**config.mk**
```make
export PLATFORM = sky130hd
export DESIGN_NAME = interface_axis_slave
export DESIGN_NICKNAME = d
export VERILOG_FILES = /design/src/rtl/interface_axis_pkg.sv /design/src/rtl/interface_axis_slave.sv
export SDC_FILE = /design/constraint.sdc
export NUM_CORES = 1
export LEC_CHECK = 0
export ABC_CLOCK_PERIOD_IN_PS = 5400
export BUFFER_PORTS_ARGS = -buffer_cell sky130_fd_sc_hd__buf_4
export CORE_MARGIN = 1.5
export CORE_UTILIZATION = 40
export DETAILED_ROUTE_END_ITERATION = 10
export PLACE_DENSITY = 0.74
export RECOVER_POWER = 50
export SKIP_CTS_REPAIR_TIMING = 1
export SLEW_MARGIN = 10
export SYNTH_ARGS = -nofsm -noshare
export SYNTH_HDL_FRONTEND = slang
export SYNTH_SLANG_ARGS = --single-unit
```
**constraint.sdc**
```tcl
create_clock -name clk -period 5.4 [get_ports clk]
set_input_delay 0.81 -clock clk [delete_from_list [all_inputs] [get_ports clk]]
set_output_delay 0.81 -clock clk [all_outputs]
set_load 0.1 [all_outputs]
```
**src/rtl/interface_axis_pkg.sv**
```systemverilog
// Shared definitions for the AXI4-Stream receiver and transmitter pair.
package interface_axis_pkg;

    localparam int AXIS_DATA_W = 64;

    typedef enum logic [1:0] {
        ST_IDLE  = 2'd0,
        ST_RUN   = 2'd1,
        ST_DRAIN = 2'd2,
        ST_DONE  = 2'd3
    } axis_state_t;

endpackage

```
**src/rtl/interface_axis_slave.sv**
```systemverilog
// AXI4-Stream receiver: writes a frame of 64-bit beats into [addr_start, addr_end)
// and reports completion and tlast/length mismatch.
module interface_axis_slave
    import interface_axis_pkg::*;
#(
    parameter int ADDR_BIT = 16
) (
    input  logic                   clk,
    input  logic                   rst,
    input  logic                   recv_enable,
    output logic                   recv_done,
    output logic                   recv_error,
    output logic [ADDR_BIT-1:0]    beats_written,
    input  logic [ADDR_BIT-1:0]    addr_start,
    input  logic [ADDR_BIT-1:0]    addr_end,
    input  logic                   s_axis_tvalid,
    input  logic [AXIS_DATA_W-1:0] s_axis_tdata,
    input  logic                   s_axis_tlast,
    output logic                   s_axis_tready,
    output logic                   write_en,
    output logic [ADDR_BIT-1:0]    write_addr,
    output logic [AXIS_DATA_W-1:0] write_data
);

    axis_state_t            r_state;
    logic [ADDR_BIT-1:0]    r_addr_start;
    logic [ADDR_BIT-1:0]    r_len;
    logic [ADDR_BIT-1:0]    r_beats;
    logic                   r_error;
    logic                   r_done;
    logic                   r_wen;
    logic [ADDR_BIT-1:0]    r_waddr;
    logic [AXIS_DATA_W-1:0] r_wdata;

    logic [ADDR_BIT-1:0]    w_len;
    logic                   w_ready;
    logic                   w_beat;
    logic                   w_exp_last;

    // Handshake: a beat transfers on any cycle where tvalid and tready are both high;
    // tready is decoded from the state register alone and never looks at tvalid.
    assign w_ready    = (r_state == ST_RUN) || (r_state == ST_DRAIN);
    assign w_beat     = s_axis_tvalid && w_ready;
    assign w_len      = addr_end - addr_start;
    assign w_exp_last = (r_beats == (r_len - ADDR_BIT'(1)));

    always_ff @(posedge clk) begin
        if (rst) begin
            r_state      <= ST_IDLE;
            r_addr_start <= '0;
            r_len        <= '0;
            r_beats      <= '0;
            r_error      <= 1'b0;
            r_done       <= 1'b0;
            r_wen        <= 1'b0;
            r_waddr      <= '0;
            r_wdata      <= '0;
        end else begin
            r_wen  <= 1'b0;
            r_done <= 1'b0;
            case (r_state)
                ST_IDLE: begin
                    if (recv_enable) begin
                        r_addr_start <= addr_start;
                        r_len        <= w_len;
                        r_beats      <= '0;
                        r_error      <= 1'b0;
                        if (w_len == '0) begin
                            r_state <= ST_DONE;
                            r_done  <= 1'b1;
                        end else begin
                            r_state <= ST_RUN;
                        end
                    end
                end
                ST_RUN: begin
                    if (w_beat) begin
                        r_wen   <= 1'b1;
                        r_waddr <= r_addr_start + r_beats;
                        r_wdata <= s_axis_tdata;
                        r_beats <= r_beats + ADDR_BIT'(1);
                        if (w_exp_last) begin
                            // Missing tlast on the expected last beat: flush the rest of the frame.
                            r_error <= !s_axis_tlast;
                            r_state <= s_axis_tlast ? ST_DONE : ST_DRAIN;
                            r_done  <= s_axis_tlast;
                        end else if (s_axis_tlast) begin
                            r_error <= 1'b1;
                            r_state <= ST_DONE;
                            r_done  <= 1'b1;
                        end
                    end
                end
                ST_DRAIN: begin
                    if (w_beat && s_axis_tlast) begin
                        r_state <= ST_DONE;
                        r_done  <= 1'b1;
                    end
                end
                ST_DONE: begin
                    r_state <= ST_IDLE;
                end
                default: begin
                    r_state <= ST_IDLE;
                end
            endcase
        end
    end

    assign s_axis_tready = w_ready;
    assign recv_done     = r_done;
    assign recv_error    = r_error;
    assign beats_written = r_beats;
    assign write_en      = r_wen;
    assign write_addr    = r_waddr;
    assign write_data    = r_wdata;

endmodule
```
==> impl_metrics.ini, run 1 <==
[worst_setup_path]
ff2ff_setup_slack_ps = 1760
reg2regPathDepth = 6
critPathKind = reg -> reg
slowest_stage = and2_0
cp.required_ps = 5710
worstSetupEndpoint = write_addr[5]
endpoint_kind = flip-flop
crit_chain = inv_1 -> ha_1 -> and2_0 -> buf_4 -> mux2_2 -> and2_1
worstReg2RegEnd = write_addr[5]
critPathLaunchType = flip-flop
worst-path-max-fanout = 42
crit_start = r_state[1]
arrival_ps = 3950
worstReg2RegStart = r_state[1]
crit_path_max_incr_delay_ps = 1430

[floorplanning]
initial_utilization = 0.412
pin_count = 201
die-area_sq_um = 18000
die_h_um = 134
core_area_sq_um = 16700
rows = 47
die_x_um = 134

[sta]
clock_skew_ps = 7.58
worst_slew_pin_slew_ps = 1840
totalNegativeSetupSlack_ps = 0
hold_violations = 0
hold_slack_ps = 448
setup_slack_ps = 1760
slew_headroom = -0.225
period_share = 0.675
maxSlewViolCount = 38
period_minus_slack_ps = 3640
fmax_mhz = 274
rsz0062_at_grt = no
setup_viol = 0

[detailed_routing]
ant_nets = 0
drc = 0
wl_um = 18300
dr_wl_met2_um = 8590
drt_iter0_drc = 334
wl_met3_um = 1080
highest_layer = met4
first_pass_iters = 5
wl_met1_um = 8160
num_vias = 6455
detail_route.wl_per_cell_um = 14.1
vias_per_cell = 4.98

[finish]
diodes = 0
drive_above_1_share = 0.151
area_growth_pct = 27.7
stdcell_area_sq_um = 8780
final_util = 0.526
final_cells = 1296
nets = 1203

[clocking]
clock_path_buffers = 2
cts.sinks = 133
clk_latency_ps = 410
clk_transition_reported_paths_ps = 60
cts_tree = built
root_buffer = clkbuf_16
cts_max_level = 4
cts_inserted_buffers = 17

[status]
violations = max-capacitance violations, max-slew violations
status = complete, but fails checks

[global_routing]
grt.total_usage = 0.202
grt_max_degree = 63
grt_overflow = 0
antenna_found_initial = 0
grt_pass1_vias = 5884
grt_pass1_wl_um = 29000

[job]
max-cap-violations = 1

[synth]
ys_warn_count = 0
synthCells = 881
syn_avg_cell_area_sq_um = 7.80
syn-cell-area_sq_um = 6870
ys_types = 64
synth_edf_count = 0
yosysSeqAreaShare = 0.387
synthesis.nets = 1021
ys.flop_type = dfxtp_1
ys_seq_elements = 133
async_reset_ff_frac = 0

[placed_design]
finalWeightedCongestion = 0.871
io_buffers = 200
placed_area_sq_um = 8530
dp_hpwl_um = 13400
preCtsSetupSlack_ps = 1780
place_inst = 1264

[power_and_ir_drop]
leakagePower_nw = 3.49
power.internal_mw = 2.23
swShare = 0.400
clockPowerShare = 0.318
p_total_mw = 3.71
p_sw_mw = 1.48
pwr-share-seq = 0.319
power_frac_comb = 0.362
p_per_area_nw_per_um2 = 422
vdd_drop_max_mv = 0.188

[worst_hold_path]
hold_class = reg -> reg
[layer usage]
layer / GRT usage / up-vias
li1: - / 3353
met1: 0.256 / 2892
met2: 0.333 / 178
met3: 0.0423 / 32
met4: 0.0818 / 0
met5: 0 / -
[synthesized netlist by cell type (3+ instances only)]
library cell | instances | area (sq um)
and2_1 | 7 | 43.8
dfxtp_1 | 133 | 2660
nand3b_1 | 3 | 22.5
nor2_1 | 66 | 248
nor2b_1 | 10 | 62.6
nor3_1 | 14 | 70.1
clkbuf_1 | 33 | 124
nand3_1 | 18 | 90.1
nor4_1 | 3 | 18.8
nor3b_1 | 3 | 22.5
o211ai_1 | 3 | 22.5
xor2_1 | 29 | 254
nand2_1 | 213 | 800
o21ai_1 | 4 | 20.0
a21o_1 | 4 | 30.0
a211oi_1 | 6 | 45.0
and3_1 | 6 | 37.5
xnor2_1 | 29 | 254
a2111oi_0 | 3 | 26.3
inv_1 | 32 | 120
buf_1 | 7 | 26.3
a21oi_1 | 127 | 636
o21ai_0 | 13 | 65.1
and4_1 | 3 | 26.3
or3_1 | 7 | 43.8
nand4_1 | 7 | 43.8
nand2b_1 | 6 | 37.5
ha_1 | 37 | 463
o31ai_1 | 4 | 30.0
o21a_1 | 4 | 30.0
[worst min-delay path by stage]
stage                          from  cells past startpoint  slack, ps         endpoint
finish               write_addr[12]                      2        450   write_addr[12]
global route         write_data[35]                      2        470   write_data[35]
CTS                   write_addr[9]                      2        450    write_addr[9]
detailed placement   write_data[15]                      2        450   write_data[15]
global placement     write_addr[12]                      2        440   write_addr[12]
floorplan           r_addr_start[0]                      2        440  r_addr_start[0]
[critical path: cells and delay by family (launching register included)]
family,cells,cell delay (ps)
adder cells (fa/ha/maj),1,460
buffers and inverters,2,750
flip-flops,1,330
multiplexers,1,380
AND/OR/NAND/NOR,2,1570
[cell usage in the layout (no fill, tap or decap), drive strengths merged, types with 4 or more instances in the layout]
| cell | netlist | routed |
|---|---|---|
| nor4 | 4 | 4 |
| a211oi | 8 | 8 |
| nand4 | 7 | 7 |
| a21oi | 129 | 129 |
| clkbuf | 33 | 115 |
| o21a | 4 | 4 |
| nor3 | 16 | 16 |
| xnor2 | 29 | 29 |
| inv | 32 | 32 |
| and2 | 7 | 7 |
| buf | 9 | 110 |
| nor2 | 66 | 66 |
| ha | 37 | 37 |
| o31ai | 4 | 4 |
| and3 | 6 | 6 |
| clkinv | 0 | 6 |
| nand2 | 213 | 213 |
| o211ai | 4 | 4 |
| a21o | 4 | 4 |
| o21ai | 17 | 17 |
| nand3 | 18 | 18 |
| dfxtp | 133 | 133 |
| nor3b | 5 | 5 |
| xor2 | 29 | 29 |
| nand2b | 6 | 6 |
| nor2b | 10 | 10 |
| or3 | 9 | 9 |
[power by group through the flow]
| stage | logic, mW | registers, mW | clock network [mW] |
|---|---|---|---|
| floorplan | 0.674 | 1.60 | 0 |
| global placement | 1.38 | 1.20 | 0 |
| detailed placement | 1.39 | 1.21 | 0 |
| CTS | 1.40 | 1.18 | 1.21 |
| global route | 1.45 | 1.20 | 1.24 |
| finish | 1.34 | 1.18 | 1.18 |
[cells by family (layout without fill, tap and decap cells)]
kind of cell	after synthesis	after routing	synth area share
flops	133	133	0.387
compound gates	194	194	0.171
mux	3	3	0.00455
fa+ha+maj	39	39	0.0732
xor+xnor	58	58	0.0739
simple gates	380	380	0.248
buf+inv	74	269	0.0417
[sequential cells by signal, indices dropped and copies added (netlist names)]
signal and cells:
beats_written 16, recv_error 1, r_state 2, write_en 1, r_addr_start 16, recv_done 1
r_len 16, write_addr 16, write_data 64
[cell type report]
| class | instances | area [sq um] |
|---|---|---|
| Fill cell | 1677 | 7920 |
| Timing Repair Buffer | 205 | 1180 |
| Sequential cell | 133 | 2660 |
| Clock buffer | 20 | 457 |
| Tap cell | 220 | 275 |
| Inverter | 32 | 120 |
| Multi-Input combinational cell | 674 | 3930 |
| Clock inverter | 12 | 154 |
Note: power is estimated with default switching activity, not from simulation.
==> run 2, diff against run 1 <==
ABC_CLOCK_PERIOD_IN_PS = 3350   (was 5400)
PLACE_DENSITY = 0.77   (was 0.74)
clock period = 3.35 ns   (was 5.4 ns; I/O delays follow)
==> run 2 against run 1 <==
Net effect:
- the run still ends with max-capacitance violations, max-slew violations left
- sequential power up 62%
- power rose by 60%
- die area is the same
- sequential share of layout area decreased by 0.052 points
- critical path depth rose by 6
- worst setup slack worse by 1300 ps
- critical endpoint is now recv_done
- utilization up 0.090 points
- critical path type is now in -> reg
- cell count grew 0.54%
- global-route usage about the same
==> impl_metrics.ini, run 2 (same netlist as run 1, synthesis figures left out) <==
[global_routing]
grt_pass1_wl_um = 29000
antenna_found_initial = 0
grt_pass1_vias = 6034
grt.total_usage = 0.201
grt_max_degree = 49
grt_overflow = 0

[power_and_ir_drop]
p_per_area_nw_per_um2 = 675
p_sw_mw = 2.43
p_total_mw = 5.94
leakagePower_nw = 3.50
swShare = 0.410
vdd_drop_max_mv = 0.334
power_frac_comb = 0.371
pwr-share-seq = 0.322
power.internal_mw = 3.50
clockPowerShare = 0.308

[floorplanning]
die_x_um = 134
die-area_sq_um = 18000
die_h_um = 134
rows = 47
core_area_sq_um = 16700
pin_count = 201
initial_utilization = 0.412

[placed_design]
finalWeightedCongestion = 0.879
io_buffers = 200
dp_hpwl_um = 14000
preCtsSetupSlack_ps = 1.89
placed_area_sq_um = 8590

[worst_setup_path]
crit_buf_inv = 1
endpoint_kind = flip-flop
crit_path_max_incr_delay_ps = 520
crit_chain = buf_4 -> ha_1 -> fa_1 -> nor2b_1 -> o31a_1 -> o211ai_2 -> nand3b_1 -> xor2_1 -> or4_1 -> nor3b_1 -> nand4_1 -> a211oi_2
cp.required_ps = 3690
worst-path-max-fanout = 3
crit_family = simple AND/OR/NAND/NOR gates
critPathLaunchType = primary input
slowest_stage = or4_1
critPathKind = in -> reg
arrival_ps = 3230

[sta]
hold_violations = 0
totalNegativeSetupSlack_ps = 0
clock_skew_ps = 11.2
setup_slack_ps = 454
period_minus_slack_ps = 2900
hold_slack_ps = 333
maxSlewViolCount = 41
slew_headroom = -0.0711
rsz0062_at_grt = no
fmax_mhz = 345
period_share = 0.864
worst_slew_pin_slew_ps = 1610
setup_viol = 0

[detailed_routing]
drt_iter0_drc = 338
detail_route.wl_per_cell_um = 14.3
ant_nets = 0
drc = 0
num_vias = 6608
wl_um = 18700
vias_per_cell = 5.07
first_pass_iters = 5

[clocking]
cts_max_level = 4
clk_latency_ps = 420
cts.sinks = 133
cts_tree = built
root_buffer = clkbuf_16
clk_transition_reported_paths_ps = 60
clock_path_buffers = 2
cts_inserted_buffers = 17

[finish]
drive_above_1_share = 0.151
nets = 1210
area_growth_pct = 27.9
fillers = 1697
final_cell_mix = nand2_1 (213), dfxtp_1 (133), a21oi_1 (127)
largest_register_ffs = 64
diodes = 0
stdcell_area_sq_um = 8790
layout_commonest_cell = nand2_1

[worst_hold_path]
hold_class = in -> reg

[status]
violations = max-capacitance violations, max-slew violations
status = complete, but fails checks

[job]
max-cap-violations = 1
[run 2: cell count changes in the layout (fill, tap and decap cells not counted), sizes merged]
cell | previous run | this run
inv | 32 | 36
clkbuf | 115 | 118
buf | 110 | 112
bufinv | 3 | 2
clkinvlp | 3 | 2
[run 2: through the flow]
| step | cells | util |
|---|---|---|
| 2_1_floorplan | 881 | - |
| 3_3_place_gp | 1271 | 0.514 |
| 3_5_place_dp | 1271 | 0.514 |
| 4_1_cts | 1303 | 0.549 |
| 5_1_grt | 1303 | 0.527 |
| 6_report | 1303 | 0.527 |
[run 2: tightest hold or removal path: stages]
cell	delay, ps
buf_4	110
nand2_1	40
a21oi_1	50
[run 2: per-layer routing]
layer	up-vias	global-route usage	share of wire
li1	3363	-	-
met1	3019	0.254	0.45
met2	197	0.341	0.47
met3	29	0.0412	0.054
met4	0	0.0723	0.022
met5	-	0	0
[run 2: layout make-up]
| type | instances | area (sq um) | share of cell area |
|---|---|---|---|
| Multi-Input combinational cell | 674 | 3930 | 0.447 |
| Sequential cell | 133 | 2660 | 0.303 |
| Timing Repair Buffer | 212 | 1230 | 0.140 |
| Clock buffer | 18 | 429 | 0.0488 |
| Tap cell | 220 | 275 | 0.0313 |
| Clock inverter | 14 | 151 | 0.0172 |
| Inverter | 32 | 120 | 0.0137 |
[run 2: power by group through the flow]
| stage | clock network [mW] | logic, mW | registers, mW |
|---|---|---|---|
| after detailed placement | 0 | 2.27 | 1.94 |
| after CTS | 1.86 | 2.28 | 1.91 |
| after global placement | 0 | 2.25 | 1.93 |
| after global routing | 1.93 | 2.37 | 1.93 |
| after floorplan | 0 | 1.09 | 2.59 |
| final | 1.83 | 2.20 | 1.91 |
[run 2: worst paths after layout]
kind | endpoint | cells past startpoint | slack, ps | from
max | recv_done | 12 | 450 | addr_start[0]
min | write_data[26] | 3 | 330 | s_axis_tdata[26]
max reg2reg | write_addr[14] | 12 | 510 | beats_written[1]
min reg2reg | write_addr[12] | 2 | 450 | write_addr[12]
==> run 3, diff against run 2 <==
ABC_AREA = 1   (was not set)
PLACE_DENSITY = 0.76   (was 0.77)
==> run 3 against run 2 <==
Net effect:
- the run ends with design-rule violations left
- utilization is 1.2 points lower
- final area up 6.3%
- combinational power up 67%
- flip-flop and latch count did not move
- synthesized cell count increased by 28%
- power is 29% higher
- worst setup slack improved by 140 ps
- clock-buffer cell count is 1 lower
- via count is 16% higher
- clock power is essentially flat
- cell count increased by 19%
- die area up 8.7%
- critical endpoint is now beats_written[7]
- largest power group unchanged
- highest routed layer unchanged
==> impl_metrics.ini, run 3 <==
[status]
status = complete, but fails checks
violations = design-rule violations

[sta]
period_minus_slack_ps = 2760
setup_viol = 0
fmax_mhz = 363
hold_violations = 0
maxSlewViolCount = 0
period_share = 0.823
rsz0062_at_grt = no
worst_slew_pin_slew_ps = 1300
clock_skew_ps = 11.0
totalNegativeSetupSlack_ps = 0
slew_headroom = 0.125

[detailed_routing]
drt_iter0_drc = 533
drc = 3
detail_route.wl_per_cell_um = 14.3
ant_nets = 0
wl_um = 22100
vias_per_cell = 4.94
num_vias = 7663
first_pass_iters = 8

[worst_setup_path]
critPathLaunchType = flip-flop
worstReg2RegStart = r_state[0]
worstReg2RegEnd = beats_written[7]
critPathKind = reg -> reg
crit_start = r_state[0]
reg2regPathDepth = 7
worst-path-max-fanout = 20
cp.required_ps = 3630
endpoint_kind = flip-flop
arrival_ps = 3040
ff2ff_setup_slack_ps = 590

[clocking]
clk_transition_reported_paths_ps = 70
cts_tree = built
root_buffer = clkbuf_16
clk_latency_ps = 430
cts.sinks = 133
cts_max_level = 4
cts_inserted_buffers = 17
clock_path_buffers = 2

[finish]
final_cell_mix = nor2_1 (225), nand2_1 (199), dfxtp_1 (133)
area_growth_pct = 24.8
largest_register_ffs = 64
drive_above_1_share = 0.126
multi_input_area_sq_um = 4160
layout_commonest_cell = nor2_1
regArea_sq_um = 2660
diodes = 0
fillers = 1872
nets = 1448
final_util = 0.515

[worst_hold_path]
hold_class = in -> reg
worstHoldStart = s_axis_tdata[7]
worst_hold_path.num_cells = 3
min_to = write_data[7]

[global_routing]
grt_overflow = 0
antenna_found_initial = 0
grt_pass1_vias = 6964
grt_max_degree = 89
grt.total_usage = 0.226
grt_pass1_wl_um = 35100

[synth]
ys.flop_type = dfxtp_1
synthesis.nets = 1264
yosys-top-cells-count = nor2_1 (224), nand2_1 (198), dfxtp_1 (133)
async_reset_ff_frac = 0
synth_edf_count = 0
yosysSeqAreaShare = 0.356
ys_types = 46
synth.most_common_cell = nor2_1
ys_seq_elements = 133
synthCells = 1124
synth_top_area_share = 0.356
syn_avg_cell_area_sq_um = 6.66
synth.area.top_cells = dfxtp_1 (36%), nor2_1 (11%), nand2_1 (9.9%), o21ai_0 (7.8%), inv_1 (6.2%)
ys_warn_count = 0
syn-cell-area_sq_um = 7490
synth_top_area_cell = dfxtp_1

[placed_design]
io_buffers = 200
finalWeightedCongestion = 0.915
dp_hpwl_um = 16900

[power_and_ir_drop]
p_per_area_nw_per_um2 = 823
vdd_drop_max_mv = 0.605
leakagePower_nw = 4.40

[job]
max-cap-violations = 0

[floorplanning]
pin_count = 201
die_h_um = 140
die_x_um = 140
die-area_sq_um = 19500
core_area_sq_um = 18100
rows = 49
initial_utilization = 0.413
run 3: cell types whose count changed in the layout (fill, tap and decap cells not counted), sizes merged, moves of 10 or more:
cell	delta
nand3	+39
o21ai	+103
nand2	-10
nor2b	-10
a21oi	-65
nor2	+169
xnor2	-22
inv	+101
run 3: how the worst max path moves through the flow:
stage / to / slack [ps]
after global routing: beats_written[12] / 320
after CTS: write_addr[12] / 860
after detailed placement: recv_done / 840
final: beats_written[7] / 590
after floorplan: write_addr[12] / 480
after global placement: write_addr[12] / 890
run 3: worst max-delay path, stage by stage, from the launching register on:
cell and delay (ps):
dfxtp_1 350, inv_1 120, ha_1 220, nand2_1 60
clkbuf_1 410, o21ai_0 1160, o21bai_1 230, a21oi_1 50
run 3: per-stage QoR:
stage	cell area, sq um	total power [mW]	hold slack [ps]	worst slack, ps	cells
6_report	9340	7.69	322	592	1550
5_1_grt	9340	8.13	308	321	1550
4_1_cts	9740	7.93	312	864	1550
3_5_place_dp	9150	6.06	474	843	1518
3_3_place_gp	9150	6.02	464	894	1518
2_1_floorplan	7490	5.19	459	476	1124
run 3: layout make-up:
class / count / share of cell area
Clock buffer: 17 / 0.0455
Clock inverter: 15 / 0.0170
Inverter: 129 / 0.0521
Multi-Input combinational cell: 821 / 0.445
Sequential cell: 133 / 0.285
Tap cell: 229 / 0.0307
Timing Repair Buffer: 206 / 0.125
run 3: layer usage:
| layer | vias to the layer above | routed length, um | GRT usage |
|---|---|---|---|
| met5 | - | 0 | 0 |
| met4 | 0 | 806 | 0.106 |
| met3 | 49 | 1260 | 0.0499 |
| met2 | 222 | 9930 | 0.349 |
| met1 | 3405 | 10100 | 0.299 |
| li1 | 3987 | - | - |
run 3: logic make-up after synthesis:
family	after synthesis	synth area share
flops	133	0.356
fa+ha+maj	39	0.0672
xor+xnor	27	0.0316
simple gates	545	0.308
buf+inv	170	0.0874
compound gates	210	0.150
run 3: power by group:
group          total, mW  internal [mW]  switching (mW)
Sequential          2.15           1.91           0.241
Clock               1.86           1.05           0.802
Combinational       3.68          0.784            2.90
